[src/rtl/lcd_pkg.sv]
// Shared types and constants for the LCD frame-fetch scheduler.
package lcd_pkg;

  localparam int RGB_W = 24;

  typedef enum logic [2:0] {
    IDLE  = 3'd0,
    ISSUE = 3'd1,
    DATA  = 3'd2,
    DRAIN = 3'd3,
    DONE  = 3'd4
  } state_t;

  // Number of memory words that make up one full frame.
  function automatic int unsigned frame_words(input int unsigned h, input int unsigned v);
    return h * v;
  endfunction

endpackage

[src/rtl/lcd_pix_fifo.sv]
// Show-ahead pixel FIFO: the head word is visible on head whenever the FIFO
// is non-empty, and reads as 0 when empty. Flush has priority over push/pop.
module lcd_pix_fifo
  import lcd_pkg::*;
#(
  parameter int DEPTH = 64
) (
  input  logic                     clk,
  input  logic                     rst,
  input  logic                     push,
  input  logic [RGB_W-1:0]         din,
  input  logic                     pop,
  input  logic                     flush,
  output logic [$clog2(DEPTH):0]   level,
  output logic [RGB_W-1:0]         head
);

  localparam int AW = $clog2(DEPTH);
  localparam logic [AW:0] FULL_LVL = (AW + 1)'(DEPTH);

  logic [RGB_W-1:0] mem [DEPTH];
  logic [AW-1:0]    wr_ptr;
  logic [AW-1:0]    rd_ptr;
  logic             do_push;
  logic             do_pop;

  assign do_push = push && (level != FULL_LVL) && !flush;
  assign do_pop  = pop && (level != '0) && !flush;
  assign head    = (level != '0) ? mem[rd_ptr] : '0;

  // Pointer and occupancy tracking; a flush empties the FIFO outright.
  always_ff @(posedge clk or posedge rst) begin
    if (rst) begin
      wr_ptr <= '0;
      rd_ptr <= '0;
      level  <= '0;
    end else if (flush) begin
      wr_ptr <= '0;
      rd_ptr <= '0;
      level  <= '0;
    end else begin
      if (do_push) wr_ptr <= wr_ptr + AW'(1);
      if (do_pop)  rd_ptr <= rd_ptr + AW'(1);
      case ({do_push, do_pop})
        2'b10:   level <= level + (AW + 1)'(1);
        2'b01:   level <= level - (AW + 1)'(1);
        default: level <= level;
      endcase
    end
  end

  // Storage write; no reset needed since level gates visibility.
  always_ff @(posedge clk) begin
    if (do_push) mem[wr_ptr] <= din;
  end

endmodule

[src/rtl/lcd_fetch_sched.sv]
// Frame-fetch scheduler: issues fixed-length read bursts from the frame
// buffer into a show-ahead pixel FIFO that feeds lcd_ctrl.
//
// Memory handshake: mem_req rises only when the FIFO has room for a whole
// burst, then mem_req and mem_addr stay constant until mem_ack is sampled
// high with mem_req; after that exactly BURST_LEN mem_rvalid beats follow.
// Only one burst is ever outstanding. The pixel side pops one word on each
// data_req cycle in which the FIFO is non-empty; data_out is the head word.
module lcd_fetch_sched
  import lcd_pkg::*;
#(
  parameter int H_PIXEL    = 800,
  parameter int V_PIXEL    = 480,
  parameter int FIFO_DEPTH = 64,
  parameter int BURST_LEN  = 16,
  parameter int ADDR_W     = 20,
  parameter int BASE_ADDR  = 0
) (
  input  logic                          clk_in,
  input  logic                          sys_rst,
  input  logic                          enable,
  input  logic                          vsync,
  input  logic                          data_req,
  output logic [RGB_W-1:0]              data_out,
  output logic                          mem_req,
  output logic [ADDR_W-1:0]             mem_addr,
  input  logic                          mem_ack,
  input  logic                          mem_rvalid,
  input  logic [RGB_W-1:0]              mem_rdata,
  output logic [$clog2(FIFO_DEPTH):0]   fifo_level,
  output logic                          underflow,
  output logic                          frame_done,
  output state_t                        state
);

  localparam int          LVL_W   = $clog2(FIFO_DEPTH) + 1;
  localparam int          BEAT_W  = (BURST_LEN > 1) ? $clog2(BURST_LEN) : 1;
  localparam int unsigned TOTAL   = frame_words(H_PIXEL, V_PIXEL);
  localparam logic [LVL_W-1:0]  DEPTH_L = LVL_W'(FIFO_DEPTH);
  localparam logic [LVL_W-1:0]  BURST_L = LVL_W'(BURST_LEN);
  localparam logic [ADDR_W-1:0] BASE_L  = ADDR_W'(BASE_ADDR);
  localparam logic [BEAT_W-1:0] LAST_B  = BEAT_W'(BURST_LEN - 1);

  logic              vsync_d;
  logic              frame_start;
  logic              space_ok;
  logic              last_beat;
  logic              push;
  logic              flush;
  logic              discard;
  logic [BEAT_W-1:0] beat_cnt;
  logic [ADDR_W-1:0] addr;
  logic [31:0]       words;

  assign frame_start = enable && vsync && !vsync_d;
  assign space_ok    = (DEPTH_L - fifo_level) >= BURST_L;
  assign last_beat   = mem_rvalid && (beat_cnt == LAST_B);
  assign push        = (state == DATA) && mem_rvalid;
  // A frame start empties the FIFO; so does the end of a discarded burst.
  assign flush       = frame_start || ((state == DRAIN) && last_beat);

  lcd_pix_fifo #(.DEPTH(FIFO_DEPTH)) u_fifo (
    .clk   (clk_in),
    .rst   (sys_rst),
    .push  (push),
    .din   (mem_rdata),
    .pop   (data_req),
    .flush (flush),
    .level (fifo_level),
    .head  (data_out)
  );

  // Registered copy of vsync for rising-edge detection.
  always_ff @(posedge clk_in or posedge sys_rst) begin
    if (sys_rst) vsync_d <= 1'b0;
    else         vsync_d <= vsync;
  end

  // Sticky underflow flag; a new frame clears it.
  always_ff @(posedge clk_in or posedge sys_rst) begin
    if (sys_rst)                              underflow <= 1'b0;
    else if (frame_start)                     underflow <= 1'b0;
    else if (data_req && (fifo_level == '0))  underflow <= 1'b1;
  end

  // Burst scheduler FSM with address/word counters and registered outputs.
  always_ff @(posedge clk_in or posedge sys_rst) begin
    if (sys_rst) begin
      state      <= IDLE;
      mem_req    <= 1'b0;
      mem_addr   <= '0;
      frame_done <= 1'b0;
      discard    <= 1'b0;
      beat_cnt   <= '0;
      addr       <= BASE_L;
      words      <= '0;
    end else begin
      frame_done <= 1'b0;
      case (state)
        IDLE, DONE: begin
          if (frame_start) begin
            addr  <= BASE_L;
            words <= '0;
            state <= ISSUE;
          end
        end
        ISSUE: begin
          if (mem_req) begin
            // A restart while the request is pending keeps the request
            // intact but marks its data for discarding.
            if (frame_start) begin
              discard <= 1'b1;
              addr    <= BASE_L;
              words   <= '0;
            end
            if (mem_ack) begin
              mem_req  <= 1'b0;
              beat_cnt <= '0;
              discard  <= 1'b0;
              state    <= (discard || frame_start) ? DRAIN : DATA;
            end
          end else if (frame_start) begin
            addr  <= BASE_L;
            words <= '0;
          end else if (!enable) begin
            state <= IDLE;
          end else if (space_ok) begin
            mem_req  <= 1'b1;
            mem_addr <= addr;
          end
        end
        DATA: begin
          if (mem_rvalid) beat_cnt <= beat_cnt + BEAT_W'(1);
          if (frame_start) begin
            addr  <= BASE_L;
            words <= '0;
            if (last_beat) begin
              beat_cnt <= '0;
              state    <= ISSUE;
            end else begin
              state <= DRAIN;
            end
          end else if (last_beat) begin
            beat_cnt <= '0;
            addr     <= addr + ADDR_W'(BURST_LEN);
            words    <= words + 32'(BURST_LEN);
            if ((words + 32'(BURST_LEN)) == 32'(TOTAL)) begin
              frame_done <= 1'b1;
              state      <= DONE;
            end else if (enable) begin
              state <= ISSUE;
            end else begin
              state <= IDLE;
            end
          end
        end
        DRAIN: begin
          if (mem_rvalid) beat_cnt <= beat_cnt + BEAT_W'(1);
          if (frame_start || last_beat) begin
            addr  <= BASE_L;
            words <= '0;
          end
          if (last_beat) begin
            beat_cnt <= '0;
            state    <= ISSUE;
          end
        end
        default: state <= IDLE;
      endcase
    end
  end

endmodule

[config.mk]
export PLATFORM = sky130hd
export DESIGN_NAME = lcd_fetch_sched
export DESIGN_NICKNAME = d
export VERILOG_FILES = /design/src/rtl/lcd_pkg.sv /design/src/rtl/lcd_pix_fifo.sv /design/src/rtl/lcd_fetch_sched.sv
export SDC_FILE = /design/constraint.sdc
export NUM_CORES = 2
export LEC_CHECK = 0
export ABC_AREA = 1
export BUFFER_PORTS_ARGS = -buffer_cell sky130_fd_sc_hd__buf_4
export CORE_ASPECT_RATIO = 0.8
export CORE_UTILIZATION = 60
export CTS_CLUSTER_DIAMETER = 80
export DETAILED_ROUTE_END_ITERATION = 8
export HOLD_SLACK_MARGIN = 0.03
export PLACE_DENSITY = 0.83
export SYNTH_ARGS = -nofsm -noshare
export SYNTH_HDL_FRONTEND = slang
export SYNTH_SLANG_ARGS = --single-unit
[constraint.sdc]
create_clock -name clk_in -period 8.3 [get_ports clk_in]
set_input_delay 1.245 -clock clk_in [delete_from_list [all_inputs] [get_ports clk_in]]
set_output_delay 1.245 -clock clk_in [all_outputs]
set_load 0.03 [all_outputs]
==> impl_metrics.ini <==
[timing]
timing.final.crit_share = 0.768
setup_tns_ns = 0
rsz0062_at_grt = false
fmax_ghz = 0.157
max_slew_margin = 0.231
final_hold_viol_count = 0
slew_viol_final = 0
worstMarginPinSlew_ns = 1.15
setup_slack_ns = 1.93
clock_skew_ns = 0.0276
final-setup-viol-count = 0
period_needed_ns = 6.37

[worst_hold_path]
hold_path.class = input port to asynchronous set/reset pin

[yosys]
synth_top_family_by_area = compound AO/OA/AOI/OAI gates
synthFlopType = edfxtp_1
synth_simple_gate_area_frac = 0.0954
syn_area_um2 = 65200
synth_fa_ha_area_frac = 0.00242
postSynthCellCount = 4991
ys_ff_latch = 1627
synthXorXnorAreaFrac = 0.00228
synth_seq_area_share = 0.742
yosysWarnings = 0
synth-compound-area-share = 0.127
synth_top_area_frac = 0.707
synth.avg_cell_area_um2 = 13.1
synth_area_leaders = edfxtp_1 (71%), o21ai_0 (6.6%), nor2_1 (5.6%), o221ai_1 (3.8%), dfrtp_1 (3.5%)
ys_types = 53
synth_enable_flop_cells = 1536
synth_top_cell_by_area = edfxtp_1
synthMuxAreaShare = 0.000345
synth-async-reset-ratio = 0.0559

[grt]
antenna_found_initial = 3
grt_max_degree = 205
gr-total-overflow = 0
grt_pass1_vias = 42400
grt_pass1_wl_mm = 254
track_usage = 0.309

[worst_setup_path]
cp-start-kind = flop
cp_common_cell = nand3_1
r2r_cells = 11
cp_slowest_cell = dfrtp_4
critPathRequiredTime_ns = 7.05
r2r_slack_ns = 4.15
arrival_ns = 5.13
r2r-end = u_fifo.mem[37][11]
critPathTopFamily = buffers and inverters
path_max_fanout = 102
crit_chain = inv_8 -> buf_4 -> o21ai_0 -> o221ai_1 -> nand3_1 -> nand3_1 -> nand3_1 -> a21oi_1 -> buf_4
critical_path_class = flop to output pin
endpoint_kind = output pin
critPathBufInv = 3
cpPeakStageDelay_ns = 0.82
r2r_start = state[1]

[power]
p_switching_mw = 7.94
combPwrFrac = 0.284
p_int_mw = 14.9
switching_share = 0.348
ir_drop_mv = 0.432
power.leakage_nw = 23.1
clockPowerShare = 0.309
seqPwrFrac = 0.408
power_density_nw_per_um2 = 317

[flow_run]
maxCapViolations = 0

[status]
status = finished clean

[route]
dr.pass1.iters = 6
postRouteAntennaNets = 0
wl_per_cell_um = 26.5
viasPerCell = 6.81
route.vias.total = 44300
drt_iter0_drc = 7687
drt-total-wl_mm = 172
drc = 0

[floorplanning]
io_pins = 88
die_x_um = 371
rows = 107
start_util = 0.609
die_y_um = 297
die-area_um2 = 110000
core_um2 = 107000

[clock_network]
cts_sinks = 1627
cts_hold_buf = 0
clk_pin_slew_ns = 0.06
cts.repair.resized = 0
cts_buffers = 150
cts_tree = built
clockBufferDepth = 3
postCtsSetupBuffers = 0
cts-root-buf = clkbuf_16
htreeDepth = 4
clkLatencyLatePin_ns = 0.79

[final_layout]
drive_gt1_frac = 0.101
finalNetCount = 5010
syn_to_final_growth_pct = 10.5
diodes = 0

[place]
gp_congestion = 0.877
pre_cts_ws_ns = 3.01
port_buffers = 83
dpl.hpwl_mm = 88.6
## per-layer routing
layer  global-route usage  wire length [um]  vias up
met5                    0                20        -
met4                0.139              6570        2
met2                0.457             77600     3733
met3               0.0814             25900      505
met1                0.434             62100    21300
li1                     -                 -    18700
## cells in the mapped netlist (41+ instances only)
master and number:
o221ai_1 286, clkbuf_1 222, inv_1 92, edfxtp_1 1536
dfrtp_1 91, nor2_1 975, buf_2 86, nand3_1 292
o22ai_1 114, nand2_1 165, a21oi_1 41, o21ai_0 855
## power by group through the flow
stage	Clock [mW]	Sequential, mW	Combinational [mW]
2_1_floorplan	0	9.39	4.18
3_3_place_gp	0	9.47	5.98
3_5_place_dp	0	9.48	6.21
4_1_cts	7.06	9.31	6.29
5_1_grt	7.37	9.33	6.86
6_report	7.05	9.32	6.48
## area by class of cell
type,count,area (um2)
tap,1417,1770
inverter,103,413
sequential,1627,48400
timing repair buffer,174,1410
fill,6790,35100
clock buffer,188,4030
clock inverter,83,963
multi-input combinational,2911,15000
## worst max path at each step
stage	startpoint	cells past startpoint	end	slack [ns]
final	u_fifo.rd_ptr[1]	9	data_out[5]	1.93
after global routing	u_fifo.rd_ptr[1]	9	data_out[5]	1.96
after CTS	u_fifo.rd_ptr[1]	9	data_out[5]	2.17
after detailed placement	u_fifo.rd_ptr[1]	9	data_out[5]	3.01
after global placement	u_fifo.rd_ptr[1]	9	data_out[5]	3.17
after floorplan	vsync	9	u_fifo.mem[0][0]	4.63
## cells in the final DEF, fill, tap and decap left out, drive strengths merged, types with 91 or more instances in the layout
cell type  netlist  final
buf            129    174
nand3          294    294
o22ai          115    115
nand2          176    176
inv            102    111
edfxtp        1536   1536
o221ai         286    286
dfrtp           91     91
nor2           992    992
o21ai          874    874
clkbuf         224    188
## cell families after synthesis
family | count (synthesis)
buffers and inverters | 456
other | 1
AO/OA/AOI/OAI | 1377
adder cells (fa/ha/maj) | 12
multiplexers | 2
flip-flops | 1627
XOR/XNOR | 17
AND/OR/NAND/NOR | 1499
## sequential cells by signal, summed over array words and instances (netlist names), 3 cells and up
register,cells
beat_cnt,4
addr,16
u_fifo.wr_ptr,6
u_fifo.mem,1536
u_fifo.rd_ptr,6
words,28
u_fifo.level,7
mem_addr,16
state,3
## stage by stage
stage / util / cell area (um2) / cells / power, mW / hold slack (ns)
6_report: 0.672 / 72000 / 6503 / 22.9 / 0.453
5_1_grt: 0.672 / 72000 / 6503 / 23.6 / 0.466
4_1_cts: 0.672 / 72000 / 6503 / 22.7 / 0.418
3_5_place_dp: 0.626 / 67000 / 6232 / 15.7 / 0.476
3_3_place_gp: 0.626 / 67000 / 6232 / 15.5 / 0.470
2_1_floorplan: - / 65200 / 4994 / 13.6 / 0.451
Note: power is estimated with default switching activity, not from simulation.
